## src/rtl/if_stage.sv

```systemverilog
// ---------------------------------------------------------------------------
// if_stage : instruction-fetch stage of the 16-bit RISC pipeline.
//
// Holds the PC, reads the combinational-read instruction ROM and assembles
// one- or two-word instructions into a registered IF/ID bundle. A word whose
// top two bits are 2'b11 is the opcode word of a two-word instruction. Its
// immediate is the next word in memory. The opcode is parked in op_buf while
// the immediate is fetched, so decode only ever sees the opcode together
// with its immediate.
//
// Priority each cycle: rst > branch_taken > stall > normal fetch.
// ---------------------------------------------------------------------------
module if_stage #(
    parameter int unsigned     WIDTH      = 16,
    parameter int unsigned     ADDR_WIDTH = 16,
    parameter logic [ADDR_WIDTH-1:0] RESET_PC = '0,
    parameter logic [4:0]      HLT_OPCODE = 5'b00001
) (
    input  logic                  clk,
    input  logic                  rst,

    // Instruction memory (combinational read)
    output logic [ADDR_WIDTH-1:0] imem_addr,
    output logic                  imem_rd_en,
    input  logic [WIDTH-1:0]      imem_data,

    // Hazard unit / execute stage
    input  logic                  stall,
    input  logic                  branch_taken,
    input  logic [ADDR_WIDTH-1:0] branch_target,

    // IF/ID bundle to decode
    output logic [WIDTH-1:0]      if_instr,
    output logic [WIDTH-1:0]      if_imm,
    output logic                  if_imm_valid,
    output logic [ADDR_WIDTH-1:0] if_pc,
    output logic [ADDR_WIDTH-1:0] if_pc_next,
    output logic                  if_valid
);

    // -----------------------------------------------------------------------
    // Types and decode of the word currently on the memory bus
    // -----------------------------------------------------------------------
    typedef enum logic [1:0] {
        FETCH_OP  = 2'd0,
        FETCH_IMM = 2'd1,
        HALTED    = 2'd2
    } state_e;

    state_e                state_q, state_d;

    logic [ADDR_WIDTH-1:0] pc_q, pc_d;
    logic [ADDR_WIDTH-1:0] pc_inc;
    logic [WIDTH-1:0]      op_buf_q, op_buf_d;
    logic [ADDR_WIDTH-1:0] op_pc_q, op_pc_d;

    logic [WIDTH-1:0]      if_instr_q, if_instr_d;
    logic [WIDTH-1:0]      if_imm_q, if_imm_d;
    logic                  if_imm_valid_q, if_imm_valid_d;
    logic [ADDR_WIDTH-1:0] if_pc_q, if_pc_d;
    logic [ADDR_WIDTH-1:0] if_pc_next_q, if_pc_next_d;
    logic                  if_valid_q, if_valid_d;

    logic [4:0]            opcode;
    logic                  is_two_word;
    logic                  is_hlt;

    // Per-cycle actions decided by the FSM output logic
    logic                  act_redirect;    // branch_taken wins over everything but rst
    logic                  act_emit_single; // one-word instruction (incl. HLT) to IF/ID
    logic                  act_capture_op;  // park a two-word opcode in op_buf
    logic                  act_emit_pair;   // opcode + immediate to IF/ID
    logic                  act_bubble;      // drive an empty bundle (halted)
    logic                  act_pc_advance;  // pc <= pc + 1

    assign opcode      = imem_data[WIDTH-1:WIDTH-5];
    assign is_two_word = (imem_data[WIDTH-1:WIDTH-2] == 2'b11);
    assign is_hlt      = (opcode == HLT_OPCODE);

    // Modulo 2^ADDR_WIDTH: all-ones wraps to zero, so a two-word opcode at
    // the top of memory takes its immediate from address 0.
    assign pc_inc      = pc_q + {{(ADDR_WIDTH-1){1'b0}}, 1'b1};

    // -----------------------------------------------------------------------
    // FSM state register (synchronous reset)
    // -----------------------------------------------------------------------
    // NOTE: sequential state is updated only with non-blocking assignments so
    // every flop samples the pre-edge value of every other flop.
    always_ff @(posedge clk) begin
        if (rst) begin
            state_q <= FETCH_OP;
        end else begin
            state_q <= state_d;
        end
    end

    // -----------------------------------------------------------------------
    // FSM next-state logic
    // -----------------------------------------------------------------------
    // NOTE: every signal written in a combinational block gets a default at
    // the top, so no path through the block leaves it unassigned (no latch).
    always_comb begin
        state_d = state_q;
        if (branch_taken) begin
            state_d = FETCH_OP;
        end else if (!stall) begin
            unique case (state_q)
                FETCH_OP: begin
                    if (is_hlt) begin
                        state_d = HALTED;
                    end else if (is_two_word) begin
                        state_d = FETCH_IMM;
                    end
                end
                FETCH_IMM: state_d = FETCH_OP;
                HALTED:    state_d = HALTED;
                default:   state_d = FETCH_OP;
            endcase
        end
    end

    // -----------------------------------------------------------------------
    // FSM output logic: memory read enable and datapath actions
    // -----------------------------------------------------------------------
    always_comb begin
        imem_rd_en      = !rst && !stall && (state_q != HALTED);
        act_redirect    = 1'b0;
        act_emit_single = 1'b0;
        act_capture_op  = 1'b0;
        act_emit_pair   = 1'b0;
        act_bubble      = 1'b0;
        act_pc_advance  = 1'b0;

        if (branch_taken) begin
            act_redirect = 1'b1;
        end else if (!stall) begin
            unique case (state_q)
                FETCH_OP: begin
                    if (is_hlt) begin
                        // HLT is emitted like any one-word instruction but
                        // the PC stays on it.
                        act_emit_single = 1'b1;
                    end else if (is_two_word) begin
                        act_capture_op  = 1'b1;
                        act_pc_advance  = 1'b1;
                    end else begin
                        act_emit_single = 1'b1;
                        act_pc_advance  = 1'b1;
                    end
                end
                FETCH_IMM: begin
                    act_emit_pair  = 1'b1;
                    act_pc_advance = 1'b1;
                end
                HALTED: begin
                    act_bubble = 1'b1;
                end
                default: begin
                    act_bubble = 1'b1;
                end
            endcase
        end
    end

    // -----------------------------------------------------------------------
    // Datapath next-state: PC, opcode buffer and IF/ID bundle
    // -----------------------------------------------------------------------
    always_comb begin
        // Stall (or no action) holds everything.
        pc_d           = pc_q;
        op_buf_d       = op_buf_q;
        op_pc_d        = op_pc_q;
        if_instr_d     = if_instr_q;
        if_imm_d       = if_imm_q;
        if_imm_valid_d = if_imm_valid_q;
        if_pc_d        = if_pc_q;
        if_pc_next_d   = if_pc_next_q;
        if_valid_d     = if_valid_q;

        if (act_pc_advance) begin
            pc_d = pc_inc;
        end

        if (act_redirect) begin
            // A half-fetched two-word instruction is squashed simply by
            // returning to FETCH_OP; op_buf is never read again.
            pc_d           = branch_target;
            if_valid_d     = 1'b0;
            if_imm_valid_d = 1'b0;
        end

        if (act_emit_single) begin
            if_instr_d     = imem_data;
            if_imm_d       = '0;
            if_imm_valid_d = 1'b0;
            if_pc_d        = pc_q;
            if_pc_next_d   = pc_inc;
            if_valid_d     = 1'b1;
        end

        if (act_capture_op) begin
            // Decode gets a bubble while the immediate is being fetched.
            op_buf_d       = imem_data;
            op_pc_d        = pc_q;
            if_valid_d     = 1'b0;
            if_imm_valid_d = 1'b0;
        end

        if (act_emit_pair) begin
            if_instr_d     = op_buf_q;
            if_imm_d       = imem_data;
            if_imm_valid_d = 1'b1;
            if_pc_d        = op_pc_q;
            if_pc_next_d   = pc_inc;
            if_valid_d     = 1'b1;
        end

        if (act_bubble) begin
            if_valid_d     = 1'b0;
            if_imm_valid_d = 1'b0;
        end
    end

    // -----------------------------------------------------------------------
    // Datapath registers (synchronous reset)
    // -----------------------------------------------------------------------
    always_ff @(posedge clk) begin
        if (rst) begin
            pc_q           <= RESET_PC;
            op_buf_q       <= '0;
            op_pc_q        <= '0;
            if_instr_q     <= '0;
            if_imm_q       <= '0;
            if_imm_valid_q <= 1'b0;
            if_pc_q        <= '0;
            if_pc_next_q   <= '0;
            if_valid_q     <= 1'b0;
        end else begin
            pc_q           <= pc_d;
            op_buf_q       <= op_buf_d;
            op_pc_q        <= op_pc_d;
            if_instr_q     <= if_instr_d;
            if_imm_q       <= if_imm_d;
            if_imm_valid_q <= if_imm_valid_d;
            if_pc_q        <= if_pc_d;
            if_pc_next_q   <= if_pc_next_d;
            if_valid_q     <= if_valid_d;
        end
    end

    // -----------------------------------------------------------------------
    // Outputs
    // -----------------------------------------------------------------------
    assign imem_addr    = pc_q;
    assign if_instr     = if_instr_q;
    assign if_imm       = if_imm_q;
    assign if_imm_valid = if_imm_valid_q;
    assign if_pc        = if_pc_q;
    assign if_pc_next   = if_pc_next_q;
    assign if_valid     = if_valid_q;

    // -----------------------------------------------------------------------
    // Bundle invariants: an empty bundle never claims an immediate, and a
    // two-word opcode never reaches decode without its immediate.
    // -----------------------------------------------------------------------
    a_no_imm_without_valid : assert property (
        @(posedge clk) disable iff (rst) (!if_valid_q |-> !if_imm_valid_q));

    a_two_word_has_imm : assert property (
        @(posedge clk) disable iff (rst)
        ((if_valid_q && (if_instr_q[WIDTH-1:WIDTH-2] == 2'b11)) |-> if_imm_valid_q));

endmodule

```

## config.mk

```make
export PLATFORM = sky130hd
export DESIGN_NAME = if_stage
export DESIGN_NICKNAME = d
export VERILOG_FILES = /design/src/rtl/if_stage.sv
export SDC_FILE = /design/constraint.sdc
export NUM_CORES = 1
export LEC_CHECK = 0
export CAP_MARGIN = 20
export CORE_MARGIN = 5
export CORE_UTILIZATION = 45
export CTS_CLUSTER_SIZE = 12
export DETAILED_ROUTE_END_ITERATION = 10
export PLACE_DENSITY_LB_ADDON = 0.12
export SLEW_MARGIN = 20
export SYNTH_ARGS = -nofsm -noshare
export SYNTH_HDL_FRONTEND = slang
export SYNTH_SLANG_ARGS = --single-unit
```

## constraint.sdc

```tcl
create_clock -name clk -period 5.12 [get_ports clk]
set_clock_uncertainty 0.1 [all_clocks]
set_input_delay 1.024 -clock clk [delete_from_list [all_inputs] [get_ports clk]]
set_output_delay 1.024 -clock clk [all_outputs]
set_load 0.01 [all_outputs]
```

Word-level counts from Yosys, hierarchy flattened
Cells that the tools add are included.
Word-level totals
  register bits: 116
  input bits: 36
  output and inout bits: 83
  logic and storage cells: 71
Operators by class
  add/subtract/negate cells: 1
  eq/ne operators: 6
  muxes and demuxes: 41
  bitwise logic cells: 1
  reductions and logical operators: 12
Operators by type and width (number)
  $mux 16: 10
  $mux 1: 27
  $add 16x1->16 const B: 1
  $reduce_or 2->1: 3
  $eq 5x1->1 const B: 1
  $eq 2x2->1 const B: 2
  $mux 2: 2
  $pmux 2 s2: 1
  $reduce_bool 2->1: 2
  $reduce_bool 4->1: 1
  $ne 3x3->1 const B: 1
  $eq 2x1->1 const B: 1
  $logic_and 1x1->1: 2
  $logic_not 1->1: 2
  $logic_not 2->1: 1
  $ne 2x2->1 const B: 1
  $pmux 1 s2: 1
  $reduce_and 2->1: 1
  $not 1->1: 1

Depth between registers and ports, before layout
Gate-level depths: netlist (run 1).
  word-level depth: 9
  gate-level depth with buffers: 8
  gate-level depth less buffers: 5

Worst setup path after synthesis (run 1)
No wires, ideal clock.
  path type: input port to output port
  from: in rst
  to: out imem_rd_en
  data arrival time: 1.811 ns
  data required time: 3.996 ns
  path slack: 2.185 ns
  stages: 3
  path buffers: 2
  path through: clkbuf_1 -> buf_1 -> a211oi_1
On the way
  longest elaborated chain between the ends: 3
RTL lines
  start: declaration: RTL line 20  | input logic rst,
  $logic_not 1->1: RTL line 126  | imem_rd_en = !rst && !stall && (state_q != HALTED);
  $logic_and 1x1->1 (2 in a row): RTL line 126
  end: declaration: RTL line 24  | output logic imem_rd_en,
No other way between the ends.

Worst setup path after layout (run 1)
  from: in stall
  to: out imem_rd_en
On the way
  longest elaborated chain between the ends: 3
RTL lines
  start: declaration: RTL line 28  | input logic stall,
  $logic_not 1->1
  $logic_and 1x1->1 (2 in a row): RTL line 126
No other way between the ends.

==> results.json, run 1 <==
{
  "clkSlewWorstSetupHoldPaths_ns": 0.05,
  "worstPathRequired_ns": 4.00,
  "postCtsHoldBufs": 0,
  "rows": 38,
  "clock_path_buffers": 2,
  "ys_seq_area_share_pct": 46.6,
  "syn-mean-instance-area_sq_um": 8.83,
  "via_per_inst": 5.56,
  "drv_slew": 0,
  "p_per_area_nw_per_um2": 361,
  "fin_crit_sh_pct": 71.5,
  "grt_overflow": 0,
  "die_y_um": 115,
  "layout-drive-gt1-share_pct": 8.81,
  "area_growth_pct": 35.3,
  "finalSetupTns_ns": 0,
  "finalSetupViolations": 0,
  "synth_mux_area_share_pct": 5.83,
  "drcViolationCount": 0,
  "ys_types": 48,
  "crit_arrival_ns": 2.54,
  "antenna_left": 0,
  "grt_use_total_pct": 20.9,
  "drt-total-wl_mm": 13.7,
  "clock_latency_ns": 0.51,
  "dpl_cell_area_sq_um": 6130,
  "first_global_vias": 4376,
  "cts_buffers": 17,
  "die_area_sq_um": 13300,
  "antenna_cells": 0,
  "synth-edff-count": 0,
  "start_util_pct": 45.9,
  "clock-sinks": 116,
  "synthFlopType": "dfxtp_1",
  "synth_compound_area_share_pct": 20.3,
  "synthAdderAreaFrac_pct": 0.251,
  "synth-seq-cells": 116,
  "path_class": "in -> out",
  "place_congestion": 0.839,
  "port_buffers": 118,
  "whs_ns": 0.351,
  "synthXorXnorAreaFrac_pct": 2.11,
  "yosysWarnings": 0,
  "htreeDepth": 4,
  "cp-end-kind": "output pin",
  "synth-simple-area-share_pct": 18.8,
  "antenna_found_initial": 0,
  "design_area_sq_um": 6740,
  "min_path_type": "reg -> reg",
  "routedWlPerCell_um": 16.9,
  "worst_pin_slew_ns": 0.913,
  "vias": 4501,
  "cts-resized-gates": 0,
  "die_x_um": 115,
  "layout_common_cells": "clkdlybuf4s50_1 (117), dfxtp_1 (116), nor2_1 (74)",
  "hold_violations": 0,
  "syn_nets": 601,
  "ioPinCount": 119,
  "crit_fanout": 12,
  "layout_commonest_cell": "clkdlybuf4s50_1",
  "slew_headroom_pct": 39.1,
  "async_flop_share_pct": 0,
  "fmax_ghz": 0.273,
  "rsz0062_at_grt": "false",
  "final_net_count": 694,
  "maxCapViolCount": 0,
  "syn_inst": 564,
  "synth_top_family_by_area": "compound AO/OA/AOI/OAI gates",
  "outcome": "complete, no violations",
  "hpwl_mm": 8.99,
  "cts_tree": "built",
  "min_period_ns": 3.66,
  "cts_root_buffer": "clkbuf_8",
  "ir_worst_vdd_mv": 0.226,
  "drtIter0Drc": 253,
  "power_leakage_uw": 0.00226,
  "crit_path_start_kind": "input port",
  "fp.coreArea_sq_um": 10800,
  "post_cts_buffers": 0,
  "drt_pass1_iterations": 5,
  "syn_area_sq_um": 4980,
  "grt_max_degree": 72,
  "grt_first_pass_wirelength_mm": 22.2
}
stage by stage:
stage	setup WS, ns	total power [uW]	utilization [%]	std cells
CTS	1.45	2450	62.2	810
detailed placement	1.29	1250	56.6	778
global placement	1.35	1250	56.6	778
global route	1.35	2520	62.2	810
finish	1.46	2430	62.2	810
floorplan	2.18	1120	-	564
area by class of cell:
class,instances,area [sq um]
Clock buffer,19,432
Clock inverter,13,175
Fill cell,963,4100
Inverter,12,45.0
Multi-Input combinational cell,385,2360
Sequential cell,116,2320
Tap cell,140,175
Timing Repair Buffer,125,1230
worst max-delay path: stages:
cell	delay (ns)
clkdlybuf4s50_1	0.61
a211oi_1	0.33
clkdlybuf4s50_1	0.58
cell usage after synthesis (5+ instances only):
library cell / count / area share (%)
dfxtp_1: 116 / 47
nor2_1: 75 / 5.7
nand2_1: 73 / 5.5
a21oi_1: 43 / 4.3
a211oi_1: 40 / 6.0
mux2i_1: 29 / 5.8
clkbuf_1: 24 / 1.8
a22oi_1: 19 / 2.9
buf_2: 18 / 1.8
nor3_1: 18 / 1.8
inv_1: 12 / 0.90
a211oi_2: 10 / 2.5
xnor2_1: 10 / 1.8
nor4_1: 6 / 0.75
a2111oi_0: 5 / 0.88
nand3_1: 5 / 0.50
kinds of logic (layout without fill, tap and decap cells):
logic type / count (synthesis) / count (layout)
XOR/XNOR: 12 / 12
AND/OR/NAND/NOR: 202 / 202
AO/OA/AOI/OAI: 141 / 141
flip-flops: 116 / 116
multiplexers: 29 / 29
buffers and inverters: 63 / 169
adder cells (fa/ha/maj): 1 / 1
power breakdown:
part | total [uW] | internal, uW | switching (uW) | leakage (uW)
Sequential | 979 | 941 | 37.8 | 0.000947
Combinational | 253 | 126 | 128 | 0.00102
Clock | 1200 | 762 | 440 | 0.000290
registers in the layout, indices dropped and copies added, names as in the netlist:
| register | count |
|---|---|
| if_imm_valid | 1 |
| if_valid | 1 |
| imem_addr | 16 |
| if_pc_next | 16 |
| if_instr | 16 |
| op_buf_q | 16 |
| if_pc | 16 |
| if_imm | 16 |
| op_pc_q | 16 |
| state_q | 2 |
routing by layer:
| metal | track usage (%) | up-vias | part of all wire (%) |
|---|---|---|---|
| met5 | 0 | - | 0 |
| met4 | 7.20 | 0 | 1.6 |
| met3 | 6.63 | 31 | 8.8 |
| met1 | 26.6 | 2076 | 42 |
| li1 | - | 2197 | - |
| met2 | 33.4 | 197 | 47 |
final timing paths:
kind                    start          end  slack (ns)  cells past startpoint
hold reg to reg   op_buf_q[3]  op_buf_q[3]        0.35                      2
setup / recovery        stall   imem_rd_en        1.46                      3
hold / removal    op_buf_q[3]  op_buf_q[3]        0.35                      2
setup reg to reg   state_q[1]    if_pc[15]        2.73                      4
No activity file was read; power rests on OpenSTA's default activity.
==> inputs of run 2 (changes only) <==
- clock period: 5.12 -> 3.1 ns (I/O delays scaled with it)
==> results.json, run 2 (synthesis results as in run 1) <==
{
  "grt_first_pass_wirelength_mm": 22.4,
  "layout_common_cells": "clkdlybuf4s50_1 (117), dfxtp_1 (116), nor2_1 (74)",
  "min_path_type": "reg -> reg",
  "grt_use_total_pct": 21.0,
  "worstPathRequired_ns": 2.38,
  "slew_headroom_pct": 55.3,
  "finalSetupTns_ns": 0,
  "clkSlewWorstSetupHoldPaths_ns": 0.05,
  "pwr-share-comb_pct": 10.3,
  "dpl_cell_area_sq_um": 6230,
  "critPathSlowestCell": "clkdlybuf4s50_1",
  "r2r_setup_slack_ns": 0.76,
  "worst_pin_slew_ns": 0.665,
  "die_y_um": 115,
  "hpwl_mm": 8.98,
  "antenna_cells": 0,
  "layout-drive-gt1-share_pct": 9.60,
  "start_util_pct": 45.9,
  "postCtsHoldBufs": 0,
  "hold_violations": 0,
  "crit_fanout": 8,
  "p_per_area_nw_per_um2": 603,
  "rows": 38,
  "design_area_sq_um": 6870,
  "drt-total-wl_mm": 13.6,
  "max_stage_delay_ns": 0.58,
  "ir_worst_vdd_mv": 0.307,
  "ioPinCount": 119,
  "p_int_uw": 3180,
  "cts-resized-gates": 0,
  "post_cts_buffers": 0,
  "fp.coreArea_sq_um": 10800,
  "vias": 4470,
  "clock_path_buffers": 2,
  "antenna_left": 0,
  "power_leakage_uw": 0.00233,
  "cts_tree": "built",
  "min_period_ns": 2.73,
  "outcome": "complete, no violations",
  "antenna_found_initial": 0,
  "drtIter0Drc": 205,
  "p_total_uw": 4150,
  "finalSetupViolations": 0,
  "drt_pass1_iterations": 4,
  "p_sw_share_pct": 23.3,
  "port_buffers": 118,
  "cp-end-kind": "output pin",
  "fin_crit_sh_pct": 88.0,
  "clock_power_share_pct": 50.7,
  "htreeDepth": 4,
  "path_class": "reg -> out",
  "rsz0062_at_grt": "false",
  "pwr-share-seq_pct": 39.0,
  "cts_buffers": 17,
  "area_growth_pct": 38.0,
  "final_net_count": 701,
  "maxCapViolCount": 0,
  "grt_overflow": 0,
  "clock-sinks": 116,
  "power.switching_uw": 964,
  "place_congestion": 0.848,
  "layout_commonest_cell": "clkdlybuf4s50_1",
  "clock_latency_ns": 0.50,
  "die_area_sq_um": 13300,
  "drcViolationCount": 0,
  "drv_slew": 0,
  "crit_chain": "inv_1, a211oi_1, clkdlybuf4s50_1",
  "die_x_um": 115,
  "grt_max_degree": 117,
  "crit_arrival_ns": 2.01,
  "crit_path_start_kind": "flop",
  "via_per_inst": 5.47,
  "first_global_vias": 4501,
  "cts_root_buffer": "clkbuf_8",
  "routedWlPerCell_um": 16.6,
  "fmax_ghz": 0.367
}
==> run 2: path summary, 6_finish.rpt <==
path | startpoint | endpoint | depth (start not counted)
max | state_q[0] | imem_rd_en | 3
min | op_pc_q[7] | op_pc_q[7] | 2
max reg2reg | imem_addr[0] | imem_addr[14] | 5
min reg2reg | op_pc_q[7] | op_pc_q[7] | 2
==> run 2: per-stage QoR <==
| stage | hold WS, ns | util [%] | std cells | worst slack (ns) |
|---|---|---|---|---|
| floorplan | 0.336 | - | 564 | 0.973 |
| global placement | 0.341 | 57.5 | 785 | 0.461 |
| detailed placement | 0.346 | 57.5 | 785 | 0.390 |
| CTS | 0.354 | 63.4 | 817 | 0.331 |
| global route | 0.369 | 63.4 | 817 | 0.244 |
| finish | 0.355 | 63.4 | 817 | 0.372 |
==> run 2: power groups by stage <==
stage	sequential, uW	combinational [uW]	clock (uW)
5_1_grt	1630	470	2210
2_1_floorplan	1650	206	0
4_1_cts	1620	433	2130
3_5_place_dp	1650	430	0
3_3_place_gp	1650	424	0
6_report	1620	427	2100
==> run 2: cell type report <==
| cell class | count | area (sq um) |
|---|---|---|
| multi-input cells | 385 | 2360 |
| well taps | 140 | 175 |
| flip-flops and latches | 116 | 2320 |
| clock buffers | 20 | 435 |
| fillers | 964 | 3970 |
| clock inverters | 12 | 203 |
| repair buffers | 132 | 1330 |
| inverters | 12 | 45.0 |
==> run 2: critical path: cells and delay by family, from the launching register on <==
kind / cells / cell delay, ns
AOI/OAI and AO/OA: 1 / 0.27
buffers and inverters: 2 / 0.78
DFF: 1 / 0.47
==> run 2: layer usage <==
| layer | routed length, um | share of wire [%] | vias to the layer above | global-route usage, % |
|---|---|---|---|---|
| met3 | 918 | 6.8 | 18 | 5.63 |
| met5 | 0 | 0 | - | 0 |
| met1 | 5830 | 43 | 2108 | 26.3 |
| met4 | 177 | 1.3 | 0 | 6.89 |
| li1 | - | - | 2202 | - |
| met2 | 6630 | 49 | 142 | 35.1 |
==> inputs of run 3 (changes only) <==
- clock period: 3.1 -> 3.49 ns (I/O delays scaled with it)
==> results.json, run 3 (synthesis results as in run 1) <==
{
  "drt_pass1_iterations": 5,
  "clock_latency_ns": 0.50,
  "p_int_uw": 2610,
  "postCtsHoldBufs": 0,
  "area_growth_pct": 36.7,
  "ir_worst_vdd_mv": 0.302,
  "timing.rr.start": "imem_addr[0]",
  "start_util_pct": 45.9,
  "r2r_end": "imem_addr[12]",
  "power_leakage_uw": 0.00230,
  "cp-end-kind": "output pin",
  "crit_path_start_kind": "input port",
  "layout_commonest_cell": "clkdlybuf4s50_1",
  "path_class": "in -> out",
  "worstPathRequired_ns": 2.69,
  "port_buffers": 118,
  "grt_overflow": 0,
  "p_per_area_nw_per_um2": 513,
  "die_x_um": 115,
  "drt-total-wl_mm": 13.4,
  "p_sw_share_pct": 25.3,
  "fin_crit_sh_pct": 84.8,
  "antenna_found_initial": 0,
  "clock_path_buffers": 2,
  "outcome": "complete, no violations",
  "die_area_sq_um": 13300,
  "routedWlPerCell_um": 16.4,
  "drcViolationCount": 0,
  "multiInputGateArea_sq_um": 2360,
  "finalSetupViolations": 0,
  "hold_depth": 2,
  "cts-resized-gates": 0,
  "r2r_setup_slack_ns": 1.19,
  "cts_root_buffer": "clkbuf_8",
  "via_per_inst": 5.41,
  "layout-drive-gt1-share_pct": 10.0,
  "clock-sinks": 116,
  "fp.coreArea_sq_um": 10800,
  "clkSlewWorstSetupHoldPaths_ns": 0.06,
  "place_congestion": 0.838,
  "final_net_count": 701,
  "hold_violations": 0,
  "ioPinCount": 119,
  "register_area_sq_um": 2320,
  "p_total_uw": 3490,
  "slew_headroom_pct": 52.0,
  "post_cts_buffers": 0,
  "crit_arrival_ns": 2.16,
  "startpoint": "stall",
  "rr_worst_depth": 5,
  "clock_power_share_pct": 48.1,
  "drtIter0Drc": 275,
  "pwr-share-seq_pct": 41.0,
  "vias": 4423,
  "die_y_um": 115,
  "fillers": 939,
  "grt_first_pass_wirelength_mm": 22.0,
  "min_period_ns": 2.96,
  "antenna_left": 0,
  "cp-endpoint": "imem_rd_en",
  "drv_slew": 0,
  "rsz0062_at_grt": "false",
  "htreeDepth": 4,
  "rows": 38,
  "crit_fanout": 8,
  "power.switching_uw": 882,
  "pwr-share-comb_pct": 10.8,
  "antenna_cells": 0,
  "layout_common_cells": "clkdlybuf4s50_1 (117), dfxtp_1 (116), nor2_1 (74)",
  "min_path_type": "reg -> reg",
  "finalSetupTns_ns": 0,
  "grt_use_total_pct": 20.7,
  "cts_buffers": 17,
  "grt_max_degree": 76,
  "hpwl_mm": 9.10,
  "maxCapViolCount": 0,
  "first_global_vias": 4336,
  "worst_pin_slew_ns": 0.720,
  "cts_tree": "built",
  "fmax_ghz": 0.338
}
-- run 3: through the flow --
stage	utilization, %	area [sq um]	setup slack [ns]	cells	hold slack, ns
final	62.8	6810	0.532	817	0.353
after detailed placement	57.4	6220	0.343	785	0.348
after global routing	62.8	6810	0.424	817	0.372
after global placement	57.4	6220	0.430	785	0.341
after floorplan	-	4980	1.21	564	0.336
after CTS	62.8	6800	0.521	817	0.356
-- run 3: cell type report --
class                   count  area share (%)
repair buffers            132            19.4
clock inverters            14            2.28
flip-flops and latches    116            34.1
clock buffers              18            6.29
multi-input cells         385            34.7
well taps                 140            2.57
inverters                  12           0.662
-- run 3: power by group through the flow --
stage	sequential (uW)	combinational [uW]	clock, uW
finish	1430	378	1680
global route	1440	415	1780
CTS	1430	382	1710
detailed placement	1460	380	0
global placement	1460	375	0
floorplan	1460	183	0
-- run 3: worst min-delay path by stage --
stage                           start           to  slack (ns)
after floorplan           op_buf_q[0]  op_buf_q[0]        0.34
after global placement     op_pc_q[0]   op_pc_q[0]        0.34
after detailed placement   op_pc_q[0]   op_pc_q[0]        0.35
after CTS                  op_pc_q[0]   op_pc_q[0]        0.36
after global routing       op_pc_q[0]   op_pc_q[0]        0.37
final                      op_pc_q[1]   op_pc_q[1]        0.35
-- run 3: worst max-delay path, cell delays in order --
cell             delay, ns
clkdlybuf4s50_1       0.48
buf_4                 0.19
a211oi_1              0.22
clkdlybuf4s50_1       0.57
-- run 3: layer usage --
layer	global-route usage [%]	vias to the layer above	share of wire [%]
met2	33.4	131	48
met5	0	-	0
met3	6.32	17	7.3
met4	6.65	0	1.4
met1	26.5	2068	44
li1	-	2207	-
